## config.mk

```make
export PLATFORM = sky130hd
export DESIGN_NAME = z80_dma_controller
export DESIGN_NICKNAME = d
export VERILOG_FILES = /design/src/rtl/z80_dma_controller.sv
export SDC_FILE = /design/constraint.sdc
export NUM_CORES = 1
export LEC_CHECK = 0
export ABC_AREA = 1
export BUFFER_PORTS_ARGS = -buffer_cell sky130_fd_sc_hd__buf_2
export CAP_MARGIN = 40
export CORE_ASPECT_RATIO = 1.25
export CORE_UTILIZATION = 55
export DETAILED_ROUTE_END_ITERATION = 10
export HOLD_SLACK_MARGIN = 0.06
export PLACE_DENSITY_LB_ADDON = 0.25
export SYNTH_ARGS = -nofsm -noshare
export SYNTH_HDL_FRONTEND = slang
export SYNTH_SLANG_ARGS = --single-unit
```

## constraint.sdc

```tcl
create_clock -name i_clk -period 10.7 [get_ports i_clk]
set_input_delay 2.14 -clock i_clk [delete_from_list [all_inputs] [get_ports i_clk]]
set_output_delay 2.14 -clock i_clk [all_outputs]
set_load 0.005 [all_outputs]
```

## src/rtl/z80_dma_controller.sv

```systemverilog
// Z80-style memory-to-memory DMA controller.
// The CPU programs source, destination and byte count through a small register
// file, then starts a transfer. The block requests the bus, moves bytes at two
// cycles per byte, and gives the bus back after BURST_LEN bytes so the CPU can
// run between tenures.
//
//   state     | meaning
//   ----------+-----------------------------------------------------------
//   S_IDLE    | no transfer; waiting for a start command
//   S_REQ     | bus requested (o_busrq_n low); waiting for bus acknowledge
//   S_RD      | one-cycle memory read at SRC; data latched at end of cycle
//   S_WR      | one-cycle memory write at DST; pointers and count advance
//   S_RELEASE | bus request dropped; waiting for the CPU to take the bus back
module z80_dma_controller #(
    parameter int BURST_LEN = 16
) (
    input  logic        i_clk,
    input  logic        i_reset,
    input  logic        i_cs,
    input  logic [3:0]  i_addr,
    input  logic        i_rd,
    input  logic        i_wr,
    input  logic [7:0]  i_data,
    output logic [7:0]  o_data,
    output logic        o_busrq_n,
    input  logic        i_busack_n,
    output logic [21:0] o_mem_addr,
    output logic        o_mem_rd,
    output logic        o_mem_wr,
    input  logic [7:0]  i_mem_data,
    output logic [7:0]  o_mem_data,
    output logic        o_bus_own,
    output logic        o_int
);

    typedef enum logic [2:0] {
        S_IDLE,
        S_REQ,
        S_RD,
        S_WR,
        S_RELEASE
    } state_t;

    localparam logic [7:0] BURST_LAST = 8'(BURST_LEN - 1);

    state_t      state;
    logic [21:0] src;
    logic [21:0] dst;
    logic [15:0] count;
    logic [7:0]  burst;
    logic        int_en;
    logic        done;
    logic        busy;
    logic        final_rel;   // RELEASE ends the transfer rather than yielding

    logic reg_wr;
    logic ctrl_wr;
    logic ctrl_start;
    logic ctrl_clear;
    logic ctrl_abort;

    assign reg_wr     = i_cs & i_wr;
    assign ctrl_wr    = reg_wr && (i_addr == 4'd8);
    assign ctrl_start = ctrl_wr & i_data[0];
    assign ctrl_clear = ctrl_wr & i_data[2];
    assign ctrl_abort = ctrl_wr & i_data[3];

    assign o_int = done & int_en;

    // Register file and transfer sequencer; all outputs registered.
    always_ff @(posedge i_clk or posedge i_reset) begin
        if (i_reset) begin
            state      <= S_IDLE;
            src        <= '0;
            dst        <= '0;
            count      <= '0;
            burst      <= '0;
            int_en     <= 1'b0;
            done       <= 1'b0;
            busy       <= 1'b0;
            final_rel  <= 1'b0;
            o_busrq_n  <= 1'b1;
            o_mem_addr <= '0;
            o_mem_rd   <= 1'b0;
            o_mem_wr   <= 1'b0;
            o_mem_data <= '0;
            o_bus_own  <= 1'b0;
        end else begin
            // Clear first so a completion in the same cycle leaves done set.
            if (ctrl_wr) begin
                int_en <= i_data[1];
                if (ctrl_clear)
                    done <= 1'b0;
            end

            if (reg_wr && !busy) begin
                case (i_addr)
                    4'd0: src[7:0]   <= i_data;
                    4'd1: src[15:8]  <= i_data;
                    4'd2: src[21:16] <= i_data[5:0];
                    4'd3: dst[7:0]   <= i_data;
                    4'd4: dst[15:8]  <= i_data;
                    4'd5: dst[21:16] <= i_data[5:0];
                    4'd6: count[7:0] <= i_data;
                    4'd7: count[15:8] <= i_data;
                    default: ;
                endcase
            end

            case (state)
                S_IDLE: begin
                    if (ctrl_start) begin
                        if (count != 16'd0) begin
                            state     <= S_REQ;
                            busy      <= 1'b1;
                            o_busrq_n <= 1'b0;
                        end else begin
                            done <= 1'b1;
                        end
                    end
                end

                S_REQ: begin
                    if (ctrl_abort) begin
                        state     <= S_RELEASE;
                        final_rel <= 1'b1;
                        o_busrq_n <= 1'b1;
                    end else if (!i_busack_n) begin
                        state      <= S_RD;
                        burst      <= '0;
                        o_bus_own  <= 1'b1;
                        o_mem_rd   <= 1'b1;
                        o_mem_addr <= src;
                    end
                end

                S_RD: begin
                    o_mem_rd <= 1'b0;
                    if (ctrl_abort) begin
                        // The read byte is dropped; pointers stay at this byte.
                        state     <= S_RELEASE;
                        final_rel <= 1'b1;
                        o_busrq_n <= 1'b1;
                        o_bus_own <= 1'b0;
                    end else begin
                        state      <= S_WR;
                        o_mem_data <= i_mem_data;
                        o_mem_wr   <= 1'b1;
                        o_mem_addr <= dst;
                    end
                end

                S_WR: begin
                    o_mem_wr <= 1'b0;
                    src      <= src + 22'd1;
                    dst      <= dst + 22'd1;
                    count    <= count - 16'd1;
                    burst    <= burst + 8'd1;
                    if (count == 16'd1 || ctrl_abort) begin
                        state     <= S_RELEASE;
                        final_rel <= 1'b1;
                        o_busrq_n <= 1'b1;
                        o_bus_own <= 1'b0;
                    end else if (burst == BURST_LAST) begin
                        state     <= S_RELEASE;
                        final_rel <= 1'b0;
                        o_busrq_n <= 1'b1;
                        o_bus_own <= 1'b0;
                    end else begin
                        state      <= S_RD;
                        o_mem_rd   <= 1'b1;
                        o_mem_addr <= src + 22'd1;
                    end
                end

                S_RELEASE: begin
                    if (ctrl_abort)
                        final_rel <= 1'b1;
                    if (i_busack_n) begin
                        if (final_rel || ctrl_abort) begin
                            state <= S_IDLE;
                            busy  <= 1'b0;
                            done  <= 1'b1;
                        end else begin
                            state     <= S_REQ;
                            o_busrq_n <= 1'b0;
                        end
                    end
                end

                default: state <= S_IDLE;
            endcase
        end
    end

    // Register read mux; zero unless the CPU is reading this block.
    always_comb begin
        o_data = 8'h00;
        if (i_cs && i_rd) begin
            case (i_addr)
                4'd0: o_data = src[7:0];
                4'd1: o_data = src[15:8];
                4'd2: o_data = {2'b00, src[21:16]};
                4'd3: o_data = dst[7:0];
                4'd4: o_data = dst[15:8];
                4'd5: o_data = {2'b00, dst[21:16]};
                4'd6: o_data = count[7:0];
                4'd7: o_data = count[15:8];
                4'd8: o_data = {5'b00000, int_en, done, busy};
                default: o_data = 8'h00;
            endcase
        end
    end

endmodule

```

==> flow_summary.rst <==
.. list-table::
   :header-rows: 1

   * - Metric
     - Value
   * - Global router's overall resource usage
     - 0.356
   * - Final Setup Violations
     - 0
   * - Number of buffer cells added on primary ports
     - 68
   * - Number of top-level pins
     - 69
   * - Violation count after the first detailed-routing iteration
     - 716
   * - Worst hold-check path type
     - flip-flop to flip-flop
   * - Setup TNS
     - 0 ns
   * - Number of enable flip-flop cells after synthesis
     - 0
   * - Via density per instance
     - 5.83
   * - Synthesized cell area
     - 0.00725 mm^2
   * - Number of instances in the synthesized netlist
     - 1055
   * - Combinational cell fraction of total power
     - 0.527
   * - Crit. End Element
     - output pin
   * - Syn_area_per_cell
     - 6.87 um^2
   * - Worst EP arrival
     - 3.50 ns
   * - Layout Skew
     - 0.0190 ns
   * - DRT antenna net count
     - 0
   * - Max-capacitance violation count
     - 0
   * - Switching Fraction
     - 0.524
   * - Number of global-route vias before repair
     - 6965
   * - Synth cell count leaders
     - 344 x sky130_fd_sc_hd__nand2_1, 133 x sky130_fd_sc_hd__nor2_1, 110 x sky130_fd_sc_hd__inv_1, 108 x sky130_fd_sc_hd__dfrtp_1, 69 x sky130_fd_sc_hd__nand3_1
   * - Leak
     - 0.00397 uW
   * - Data required time at the worst endpoint
     - 8.56 ns
   * - H-tree depth
     - 3
   * - Number of slew-limit violations in the final report
     - 0
   * - Post-CTS setup buffer count
     - 0
   * - Count of different cell masters after synthesis
     - 44
   * - Placer's final routability congestion estimate
     - 1.00
   * - Die Ht
     - 130 um
   * - Register area share after synthesis
     - 0.377
   * - Number of clock buffers inserted by TritonCTS
     - 9
   * - Insertion delay to the later sink of the worst-skew pair
     - 0.38 ns
   * - Clock-pin slew reported for the worst setup and hold paths after clock tree synthesis
     - 0.08 ns
   * - Cell taking the most area after synthesis
     - sky130_fd_sc_hd__dfrtp_1
   * - Row count
     - 46
   * - Flip-flop and latch count after synthesis
     - 109
   * - Clock tree from TritonCTS
     - done
   * - Run status
     - completed
   * - Sink Count
     - 109
   * - Global-route wire length before repair
     - 36900 um
   * - Die footprint
     - 0.0136 mm^2
   * - Count of warnings emitted by yosys
     - 0
   * - Starting density of the core
     - 0.567
   * - Number of nets produced by synthesis
     - 1087
   * - NumNets Final
     - 1141
   * - Startpoint types
     - primary input
   * - CTS Root Buffer Type
     - sky130_fd_sc_hd__clkbuf_16
   * - Power density of the placed cells
     - 332 mW/mm^2
   * - Top post-synthesis cells by area
     - sky130_fd_sc_hd__dfrtp_1 37%, sky130_fd_sc_hd__nand2_1 18%, sky130_fd_sc_hd__nor2_1 6.9%
   * - RSZ-0062 raised after global routing
     - no
   * - Clock period minus final worst setup slack
     - 5.64 ns
   * - Fraction of layout instances using a drive strength above 1
     - 0.122
   * - Cts repair resizes
     - 0
   * - Antenna violations before repair
     - 0
   * - Number of inserted diodes
     - 0
   * - Hold Fails Final Rpt
     - 0
   * - Area added between synthesis and finish
     - 9.38%
   * - Setup Crit Path Kind
     - primary input to output pin
   * - Period utilization
     - 0.527
   * - Net switching power figure
     - 1380 uW
   * - Share of total power in the clock network
     - 0.135
   * - Total wirelength of the detailed-routed design
     - 23400 um
   * - Worst max-slew margin expressed relative to the limit
     - 0.401
   * - Avg WL per Cell
     - 18.3 um
   * - Worst Setup Slack, final
     - 5.06 ns
   * - First-pass iteration count of the detailed router
     - 6
   * - Peak supply drop
     - 0.268 mV
   * - Post-Place Setup Slack
     - 5.13 ns
   * - Pin count of the biggest net entering global routing
     - 60
   * - Max clock buf depth
     - 2
   * - Share of Yosys cell area claimed by the top area cell type
     - 0.373
   * - Internal power consumption
     - 1250 uW
   * - Most frequent cell after synthesis
     - sky130_fd_sc_hd__nand2_1
   * - Post-detailed-placement half-perimeter wirelength
     - 17300 um
   * - DRC viols
     - 0
   * - Proportion of register bits with asynchronous set or reset after synthesis
     - 1.00
   * - Worst Max-Slew Pin Slew
     - 0.895 ns
   * - Maximum fanout count along the critical path
     - 6
   * - Die X-Extent
     - 105 um
   * - Via count
     - 7478
   * - Hold buffers post-CTS
     - 0
   * - Peak clock frequency supported by timing
     - 177 MHz
   * - Power share of the sequential group
     - 0.338
   * - Top_reg_cell synth
     - sky130_fd_sc_hd__dfrtp_1
   * - Total congestion overflow after global routing
     - 0
   * - Placeable Area
     - 0.0128 mm^2
## kinds of logic (layout without fill, tap and decap cells)
family	Yosys count	count (layout)	synth area share
and+or+nand+nor	603	603	0.348
AOI/OAI and AO/OA	167	167	0.145
buffers and inverters	149	208	0.0915
DFF	109	109	0.377
xor gates and xnor gates	12	12	0.0145
muxes	9	9	0.0140
adders and majority gates	6	6	0.0104
## layout make-up
class | count | area (um^2)
clock buffers | 9 | 225
clock inverters | 7 | 86.3
fillers | 1241 | 4850
inverters | 121 | 458
multi-input cells | 797 | 3850
flip-flops and latches | 109 | 2730
well taps | 168 | 210
repair buffers | 71 | 363
## sequential cells by signal, summed over array words and instances, names as in the netlist, 3 cells and up
| signal | cells |
|---|---|
| dst | 22 |
| o_mem_addr | 22 |
| src | 22 |
| count | 16 |
| burst | 8 |
| o_mem_data | 8 |
| state | 3 |
## final timing paths
check,slack (ns),from,depth (start not counted),end
max,5.06,i_addr[0],11,o_data[0]
min,0.46,o_busrq_n,2,o_busrq_n
max reg2reg,7.58,state[2],9,dst[6]
min reg2reg,0.46,o_busrq_n,2,o_busrq_n
max in group asynchronous,7.62,i_reset,3,count[8]
min in group asynchronous,1.84,i_reset,2,o_mem_addr[13]
## layout by cell type (no fill, tap or decap), drive strengths merged, types with 12 or more instances in the layout
master,Yosys,layout
a21oi,32,32
a22oi,19,19
a31oi,18,18
buf,23,71
dfrtp,108,108
inv,120,124
nand2,355,355
nand3,70,70
nand4,14,14
nor2,148,148
nor3,12,12
o211ai,17,17
o21ai,49,49
o22ai,18,18
## routing by layer
metal,up-vias,track usage,share of wire
li1,3549,-,-
met1,3494,0.441,0.40
met2,336,0.591,0.47
met3,99,0.0604,0.077
met4,0,0.206,0.054
met5,-,0,0
## through the flow
stage                util  instance area [um^2]  std cells  total power [uW]  hold slack (ns)
global route        0.620                  7930       1282              2820            0.474
finish              0.620                  7930       1282              2630            0.463
floorplan               -                  7250       1055              1830            0.451
CTS                 0.620                  7930       1282              2600            0.464
global placement    0.595                  7610       1265              2210            0.449
detailed placement  0.596                  7610       1266              2240            0.451
## power by group through the flow
stage	registers, uW	logic [uW]	clock network, uW
finish	891	1390	356
global route	911	1540	370
CTS	877	1360	355
detailed placement	882	1360	0
global placement	881	1330	0
floorplan	787	1050	0
## critical path, cell delays in order
cell and delay, ns:
sky130_fd_sc_hd__buf_2 0.12, sky130_fd_sc_hd__inv_1 0.07, sky130_fd_sc_hd__nand2_1 0.09, sky130_fd_sc_hd__nor2_2 0.26, sky130_fd_sc_hd__inv_1 0.13, sky130_fd_sc_hd__o21ai_0 0.29, sky130_fd_sc_hd__nor3_1 0.11, sky130_fd_sc_hd__nand2_1 0.07
sky130_fd_sc_hd__nand2_1 0.07, sky130_fd_sc_hd__inv_1 0.06, sky130_fd_sc_hd__buf_2 0.10
No activity file was read; power rests on OpenSTA's default activity.
